===== src/rtl/rf_arb_pkg.sv =====
// Shared definitions for the register-file port arbiter: lock FSM
// encodings, default widths, requester ids and a grant helper.
package rf_arb_pkg;

    localparam int AW_DEF = 4;
    localparam int DW_DEF = 32;

    localparam logic RQ0_ID = 1'b0;
    localparam logic RQ1_ID = 1'b1;

    typedef enum logic [1:0] {
        ARB   = 2'd0,
        LOCK0 = 2'd1,
        LOCK1 = 2'd2
    } arb_state_e;

    // One-hot grant vector for a requester id.
    function automatic logic [1:0] id_onehot(input logic id);
        return id ? 2'b10 : 2'b01;
    endfunction

endpackage


===== src/rtl/rf_port_arbiter_if.sv =====
// Requester-side bus of the register-file arbiter: two request ports,
// the shared response path and the lock ownership indication.
interface rf_port_arbiter_if
    import rf_arb_pkg::*;
#(
    parameter int AW = AW_DEF,
    parameter int DW = DW_DEF
);
    logic          rq0_valid, rq0_ready, rq0_lock, rq0_we;
    logic [AW-1:0] rq0_rda, rq0_rdb, rq0_wa;
    logic [DW-1:0] rq0_wd;

    logic          rq1_valid, rq1_ready, rq1_lock, rq1_we;
    logic [AW-1:0] rq1_rda, rq1_rdb, rq1_wa;
    logic [DW-1:0] rq1_wd;

    logic          rsp0_valid, rsp1_valid;
    logic [DW-1:0] rsp_a, rsp_b;
    logic [1:0]    owner;

    modport master (
        output rq0_valid, rq0_lock, rq0_we, rq0_rda, rq0_rdb, rq0_wa, rq0_wd,
        output rq1_valid, rq1_lock, rq1_we, rq1_rda, rq1_rdb, rq1_wa, rq1_wd,
        input  rq0_ready, rq1_ready, rsp0_valid, rsp1_valid, rsp_a, rsp_b, owner
    );

    modport slave (
        input  rq0_valid, rq0_lock, rq0_we, rq0_rda, rq0_rdb, rq0_wa, rq0_wd,
        input  rq1_valid, rq1_lock, rq1_we, rq1_rda, rq1_rdb, rq1_wa, rq1_wd,
        output rq0_ready, rq1_ready, rsp0_valid, rsp1_valid, rsp_a, rsp_b, owner
    );
endinterface


===== src/rtl/rf_port_arbiter_rr_arb2.sv =====
// Two-way round-robin picker. When force_en is set only force_id may win
// (used while a lock is held); otherwise a lone valid wins and a tie goes
// to the requester named by prio.
module rr_arb2
    import rf_arb_pkg::*;
(
    input  logic [1:0] valid,
    input  logic       prio,
    input  logic       force_en,
    input  logic       force_id,
    output logic [1:0] grant,
    output logic       gid
);

    // Pick the winner for this cycle.
    always_comb begin
        grant = 2'b00;
        gid   = RQ0_ID;
        if (force_en) begin
            if (valid[force_id]) begin
                grant = id_onehot(force_id);
                gid   = force_id;
            end else begin
                grant = 2'b00;
                gid   = RQ0_ID;
            end
        end else begin
            case (valid)
                2'b01: begin
                    grant = id_onehot(RQ0_ID);
                    gid   = RQ0_ID;
                end
                2'b10: begin
                    grant = id_onehot(RQ1_ID);
                    gid   = RQ1_ID;
                end
                2'b11: begin
                    grant = id_onehot(prio);
                    gid   = prio;
                end
                default: begin
                    grant = 2'b00;
                    gid   = RQ0_ID;
                end
            endcase
        end
    end

endmodule


===== src/rtl/rf_port_arbiter.sv =====
// Register-file port arbiter: grants one beat per cycle to the core
// pipeline (rq0) or the debug/load unit (rq1), supports locked multi-beat
// ownership, steers the granted request onto the register file and flags
// the registered read data for the requester that issued the beat.
module rf_port_arbiter
    import rf_arb_pkg::*;
#(
    parameter int AW = AW_DEF,
    parameter int DW = DW_DEF
)(
    input  logic                clk,
    input  logic                rst_f,
    rf_port_arbiter_if.slave    bus,
    output logic [AW-1:0]       rf_rega,
    output logic [AW-1:0]       rf_regb,
    output logic [AW-1:0]       rf_wreg,
    output logic [DW-1:0]       rf_wdata,
    output logic                rf_we,
    input  logic [DW-1:0]       rf_rsa,
    input  logic [DW-1:0]       rf_rsb
);

    arb_state_e state_r, state_s;
    logic       prio_r, prio_s;
    logic       rsp0_valid_r, rsp1_valid_r;
    logic [1:0] valid_s, grant_s;
    logic       gid_s, accept_s, lock_s;

    // No grant is issued while reset is asserted.
    assign valid_s  = {bus.rq1_valid & rst_f, bus.rq0_valid & rst_f};
    assign accept_s = |grant_s;
    assign lock_s   = gid_s ? bus.rq1_lock : bus.rq0_lock;

    rr_arb2 u_rr_arb2 (
        .valid    (valid_s),
        .prio     (prio_r),
        .force_en (state_r != ARB),
        .force_id (state_r == LOCK1),
        .grant    (grant_s),
        .gid      (gid_s)
    );

    // Lock FSM next state and round-robin priority update.
    always_comb begin
        state_s = state_r;
        prio_s  = prio_r;
        if (accept_s) begin
            prio_s = ~gid_s;
        end else begin
            prio_s = prio_r;
        end
        case (state_r)
            ARB: begin
                if (accept_s && lock_s) begin
                    state_s = gid_s ? LOCK1 : LOCK0;
                end else begin
                    state_s = ARB;
                end
            end
            LOCK0, LOCK1: begin
                if (accept_s && !lock_s) begin
                    state_s = ARB;
                end else begin
                    state_s = state_r;
                end
            end
            default: state_s = ARB;
        endcase
    end

    // Steer the granted requester onto the register file, zero when idle.
    always_comb begin
        rf_rega  = '0;
        rf_regb  = '0;
        rf_wreg  = '0;
        rf_wdata = '0;
        rf_we    = 1'b0;
        if (accept_s) begin
            if (gid_s) begin
                rf_rega  = bus.rq1_rda;
                rf_regb  = bus.rq1_rdb;
                rf_wreg  = bus.rq1_wa;
                rf_wdata = bus.rq1_wd;
                rf_we    = bus.rq1_we;
            end else begin
                rf_rega  = bus.rq0_rda;
                rf_regb  = bus.rq0_rdb;
                rf_wreg  = bus.rq0_wa;
                rf_wdata = bus.rq0_wd;
                rf_we    = bus.rq0_we;
            end
        end else begin
            rf_we = 1'b0;
        end
    end

    // State, priority and one-cycle-delayed response strobes.
    always_ff @(posedge clk) begin
        if (!rst_f) begin
            state_r      <= ARB;
            prio_r       <= 1'b0;
            rsp0_valid_r <= 1'b0;
            rsp1_valid_r <= 1'b0;
        end else begin
            state_r      <= state_s;
            prio_r       <= prio_s;
            rsp0_valid_r <= grant_s[0];
            rsp1_valid_r <= grant_s[1];
        end
    end

    assign bus.rq0_ready  = grant_s[0];
    assign bus.rq1_ready  = grant_s[1];
    assign bus.rsp0_valid = rsp0_valid_r;
    assign bus.rsp1_valid = rsp1_valid_r;
    assign bus.rsp_a      = rf_rsa;
    assign bus.rsp_b      = rf_rsb;
    assign bus.owner      = {state_r != ARB, state_r == LOCK1};

endmodule


===== src/flat_wrapper.sv =====
// flat-port wrapper written by rule: the top's interface ports become plain ports
module rf_port_arbiter_flat import rf_arb_pkg::*;
#(
    parameter int AW = AW_DEF,
    parameter int DW = DW_DEF
)
  (clk, rst_f, rf_rega, rf_regb, rf_wreg, rf_wdata, rf_we, rf_rsa, rf_rsb, bus_rq0_valid, bus_rq0_lock, bus_rq0_we, bus_rq0_rda, bus_rq0_rdb, bus_rq0_wa, bus_rq0_wd, bus_rq1_valid, bus_rq1_lock, bus_rq1_we, bus_rq1_rda, bus_rq1_rdb, bus_rq1_wa, bus_rq1_wd, bus_rq0_ready, bus_rq1_ready, bus_rsp0_valid, bus_rsp1_valid, bus_rsp_a, bus_rsp_b, bus_owner);
  rf_port_arbiter_if #(.AW(AW), .DW(DW)) bus_i ();
  input  logic clk;
  input  logic rst_f;
  output logic [AW-1:0] rf_rega;
  output logic [AW-1:0] rf_regb;
  output logic [AW-1:0] rf_wreg;
  output logic [DW-1:0] rf_wdata;
  output logic rf_we;
  input  logic [DW-1:0] rf_rsa;
  input  logic [DW-1:0] rf_rsb;
  input wire logic [$bits(bus_i.rq0_valid)-1:0] bus_rq0_valid;
  input wire logic [$bits(bus_i.rq0_lock)-1:0] bus_rq0_lock;
  input wire logic [$bits(bus_i.rq0_we)-1:0] bus_rq0_we;
  input wire logic [$bits(bus_i.rq0_rda)-1:0] bus_rq0_rda;
  input wire logic [$bits(bus_i.rq0_rdb)-1:0] bus_rq0_rdb;
  input wire logic [$bits(bus_i.rq0_wa)-1:0] bus_rq0_wa;
  input wire logic [$bits(bus_i.rq0_wd)-1:0] bus_rq0_wd;
  input wire logic [$bits(bus_i.rq1_valid)-1:0] bus_rq1_valid;
  input wire logic [$bits(bus_i.rq1_lock)-1:0] bus_rq1_lock;
  input wire logic [$bits(bus_i.rq1_we)-1:0] bus_rq1_we;
  input wire logic [$bits(bus_i.rq1_rda)-1:0] bus_rq1_rda;
  input wire logic [$bits(bus_i.rq1_rdb)-1:0] bus_rq1_rdb;
  input wire logic [$bits(bus_i.rq1_wa)-1:0] bus_rq1_wa;
  input wire logic [$bits(bus_i.rq1_wd)-1:0] bus_rq1_wd;
  output wire logic [$bits(bus_i.rq0_ready)-1:0] bus_rq0_ready;
  output wire logic [$bits(bus_i.rq1_ready)-1:0] bus_rq1_ready;
  output wire logic [$bits(bus_i.rsp0_valid)-1:0] bus_rsp0_valid;
  output wire logic [$bits(bus_i.rsp1_valid)-1:0] bus_rsp1_valid;
  output wire logic [$bits(bus_i.rsp_a)-1:0] bus_rsp_a;
  output wire logic [$bits(bus_i.rsp_b)-1:0] bus_rsp_b;
  output wire logic [$bits(bus_i.owner)-1:0] bus_owner;
  assign bus_i.rq0_valid = bus_rq0_valid;
  assign bus_i.rq0_lock = bus_rq0_lock;
  assign bus_i.rq0_we = bus_rq0_we;
  assign bus_i.rq0_rda = bus_rq0_rda;
  assign bus_i.rq0_rdb = bus_rq0_rdb;
  assign bus_i.rq0_wa = bus_rq0_wa;
  assign bus_i.rq0_wd = bus_rq0_wd;
  assign bus_i.rq1_valid = bus_rq1_valid;
  assign bus_i.rq1_lock = bus_rq1_lock;
  assign bus_i.rq1_we = bus_rq1_we;
  assign bus_i.rq1_rda = bus_rq1_rda;
  assign bus_i.rq1_rdb = bus_rq1_rdb;
  assign bus_i.rq1_wa = bus_rq1_wa;
  assign bus_i.rq1_wd = bus_rq1_wd;
  assign bus_rq0_ready = bus_i.rq0_ready;
  assign bus_rq1_ready = bus_i.rq1_ready;
  assign bus_rsp0_valid = bus_i.rsp0_valid;
  assign bus_rsp1_valid = bus_i.rsp1_valid;
  assign bus_rsp_a = bus_i.rsp_a;
  assign bus_rsp_b = bus_i.rsp_b;
  assign bus_owner = bus_i.owner;
  rf_port_arbiter #(.AW(AW), .DW(DW)) u_core (.clk(clk), .rst_f(rst_f), .bus(bus_i), .rf_rega(rf_rega), .rf_regb(rf_regb), .rf_wreg(rf_wreg), .rf_wdata(rf_wdata), .rf_we(rf_we), .rf_rsa(rf_rsa), .rf_rsb(rf_rsb));
endmodule

===== config.mk =====
export PLATFORM = sky130hd
export DESIGN_NAME = rf_port_arbiter_flat
export DESIGN_NICKNAME = d
export VERILOG_FILES = /design/src/rtl/rf_arb_pkg.sv /design/src/rtl/rf_port_arbiter_if.sv /design/src/rtl/rf_port_arbiter_rr_arb2.sv /design/src/rtl/rf_port_arbiter.sv /design/src/flat_wrapper.sv
export SDC_FILE = /design/constraint.sdc
export NUM_CORES = 1
export LEC_CHECK = 0
export ABC_AREA = 1
export CORE_AREA = 2 2 107 109
export DETAILED_ROUTE_END_ITERATION = 12
export DIE_AREA = 0 0 109 111
export GPL_TIMING_DRIVEN = 1
export SLEW_MARGIN = 10
export SYNTH_ARGS = -nofsm -noshare
export SYNTH_HDL_FRONTEND = slang
export SYNTH_SLANG_ARGS = --single-unit

===== constraint.sdc =====
create_clock -name clk -period 1.4 [get_ports clk]
set_input_delay 0.21 -clock clk [delete_from_list [all_inputs] [get_ports clk]]
set_output_delay 0.21 -clock clk [all_outputs]
set_load 0.01 [all_outputs]

==> results.cfg <==
[logic_synthesis]
post-synth-top-area-cell = sky130_fd_sc_hd__buf_4
syn_avg_cell_area_um2 = 5.59
synth_top_family_by_area = buffers and inverters
synth_fp_nets = 417
yosysTopAreaCellShare_pct = 35.8
post_synth_main_area_contributors = sky130_fd_sc_hd__buf_4 (36%), sky130_fd_sc_hd__nand2_1 (25%), sky130_fd_sc_hd__a21oi_1 (17%)
synth_simple_gate_area_share_pct = 29.9
synth_xor_xnor_area_share_pct = 0
syn-cell-area_um2 = 1430
synth_seq_area_share_pct = 7.02
synth.area.mux_share_pct = 0
yosysUniqueCellTypes = 15
yosysWarnings = 0
synth_compound_gate_area_share_pct = 16.8
synthCells = 255
synth-adder-area-share_pct = 1.75
ys_ff_latch = 5

[placed_design]
dp_cells = 478
gp_congestion = 0.816
dp.final_hpwl_um = 4750
port_buffers = 146
placedInstanceArea_um2 = 2830

[status]
outcome = finished with violations
violations = negative setup slack

[timing]
timing.hold.ws_ps = 420
worst_slew_margin_pct = 88.9
grt_setup_unrepaired = true
setup_violations = 51
max_freq_mhz = 497
setup_ws_ps = -613
slew_at_the_pin_closest_to_its_max_slew_limit_ps = 166
count_of_pins_over_their_slew_limit = 0
final.setup_skew_ps = 1.60
timing.final.crit_share_pct = 144
final.min_clock_period_ps = 2010
hold_viol = 0

[setup_path]
critical_path_arrival_ps = 1800
critical_path.cell_chain = inv_4 > ha_4 > nor2_4 > nor2_4 > nand2_8 > nand2_8 > inv_8 > buf_6 > buf_16 > a21oi_2 > buf_2
critPathCapture = rf_wdata[25]
cpPeakStageDelay_ps = 350
timing.reg2reg.setup_slack_ps = -330
critPathKind = reg -> out
timing.rr.start = u_core.state_r[1]
critical_path_required_ps = 1190
critical_path.max_fanout = 7
kind_of_end_point_of_the_critical_path = output pin
logic_depth_of_the_worst_register_to_register_path = 12
timing.rr.end = u_core.state_r[1]
critical-path-slowest-cell = sky130_fd_sc_hd__dfxtp_4
critical_path.startpoint = u_core.state_r[1]
cp-start-kind = flip-flop

[detailed_routing]
vias_per_cell = 4.06
antenna_left = 0
remaining_drc_errors = 0
first_iter_violations = 61
via_count = 2093
avgRoutedWirePerCell_um = 16.1
first_pass_iters = 4
wl_um = 8270

[global_routing]
first_global_vias = 2069
met1_usage_pct = 11.5
global_route.usage.total_pct = 11.1
grt_first_pass_wirelength_um = 10500
global_route.usage.met2_pct = 21.2
number_of_antenna_violations_at_the_first_check_in_global_routing = 0
gr-max-usage-layer = met2
grt_use_met3_pct = 2.70
grt-ovfl-total = 0
grt_start_max_net_pins = 25

[die]
initial_core_util_pct = 12.9
placement_rows = 39
coreArea_um2 = 11100
design.portCount = 275
die-width_um = 109
floorplan.die.height_um = 111
die_area_um2 = 12100

[cts]
numClockSinks = 5
clk-insertion-delay-late_ps = 230
cts_max_path_buffers = 2
cts_tree = yes
cts_inserted_buffers = 3
clock_slew_at_reported_path_ffs_ps = 30
cts.root.buffer_cell = sky130_fd_sc_hd__clkbuf_16
post_cts_hold_buffer_count = 0
htree_levels = 1

[layout]
final_common_cell = sky130_fd_sc_hd__clkdlybuf4s50_1
most-common-layout-cells = sky130_fd_sc_hd__clkdlybuf4s50_1 (97), sky130_fd_sc_hd__nand2_1 (63), sky130_fd_sc_hd__a21oi_2 (44), sky130_fd_sc_hd__buf_2 (44), sky130_fd_sc_hd__nand2_2 (17)
final_design_area_no_fill_um2 = 3660
layout-area-overhead-vs-synth_pct = 156
final_layout_size_suffix_gt1_share_pct = 52.7
design.final.nets = 535
insertedDiodeCount = 0
final-instance-count-excl-fill = 515

[power_and_ir_drop]
powerDensity_nw_per_um2 = 519
totalPowerFinal_uw = 1900
static-leakage-power_uw = 0.00159
worst_ir_drop_vdd_v = 0.000683

[job]
max_cap_viol_count = 0

[hold_path]
hold_path.class = in -> out
Yosys cell counts (all sizes together):
cell type,instances
a21oi,48
buf,78
clkbuf,2
dfxtp,5
ha,2
inv,11
nand2,96
nand3,8
nand4,1
nor2,4
per-layer routing:
metal | vias up | wire length [um]
met2 | 109 | 4190
met1 | 966 | 3160
met3 | 36 | 643
met5 | - | 0
met4 | 0 | 274
li1 | 982 | -
critical path: cells and delay by family, from the launching register on:
| family | cells | cell delay, ps |
|---|---|---|
| buffers and inverters | 5 | 540 |
| AOI/OAI and AO/OA | 1 | 110 |
| DFF | 1 | 350 |
| and+or+nand+nor | 4 | 410 |
| adders and majority gates | 1 | 170 |
metrics by stage:
step | setup TNS (ps) | utilization, % | setup WS (ps)
after floorplan | -4090 | - | -107
after CTS | -25870 | 28.9 | -625
after global routing | -30650 | 33.0 | -683
final | -27080 | 33.0 | -613
after global placement | -40080 | 25.5 | -895
after detailed placement | -40770 | 25.5 | -907
sequential cells by signal (all words and copies together), names as in the netlist:
register,flops
u_core.bus.rsp1_valid,1
u_core.prio_r,1
u_core.bus.rsp0_valid,1
u_core.state_r,2
area by class of cell:
cell class	count	area, um^2
Clock buffer	4	78.8
Inverter	11	66.3
Sequential cell	5	105
Tap cell	143	179
Timing Repair Buffer	193	2060
Fill cell	1153	7420
Multi-Input combinational cell	159	1160
kinds of logic after synthesis:
| family | count (synthesis) |
|---|---|
| AO/OA/AOI/OAI | 48 |
| buffers and inverters | 91 |
| flip-flops | 5 |
| adder cells (fa/ha/maj) | 2 |
| AND/OR/NAND/NOR | 109 |
worst min-delay path by stage:
stage               start                end  slack (ps)  cells after the start
6_report       rf_rsa[12]      bus_rsp_a[12]         420                      0
5_1_grt        rf_rsa[27]      bus_rsp_a[27]         420                      0
2_1_floorplan       rst_f  u_core.state_r[1]         350                      2
3_3_place_gp    rf_rsa[4]       bus_rsp_a[4]         420                      0
3_5_place_dp    rf_rsa[4]       bus_rsp_a[4]         420                      0
4_1_cts         rf_rsa[4]       bus_rsp_a[4]         420                      0
power breakdown:
part / total [uW] / internal, uW / switching [uW]
logic: 1280 / 741 / 536
registers: 153 / 149 / 3.93
clock network: 469 / 377 / 91.7
total: 1900 / 1270 / 632
timing repair:
action                     4_1_cts  5_1_grt
buffers inserted                 9        8
setup endpoints to repair       53       52
resized for setup              248       58
cloned                           9        8
pin swaps                        6       20
Power figures use the tool's default switching activity.
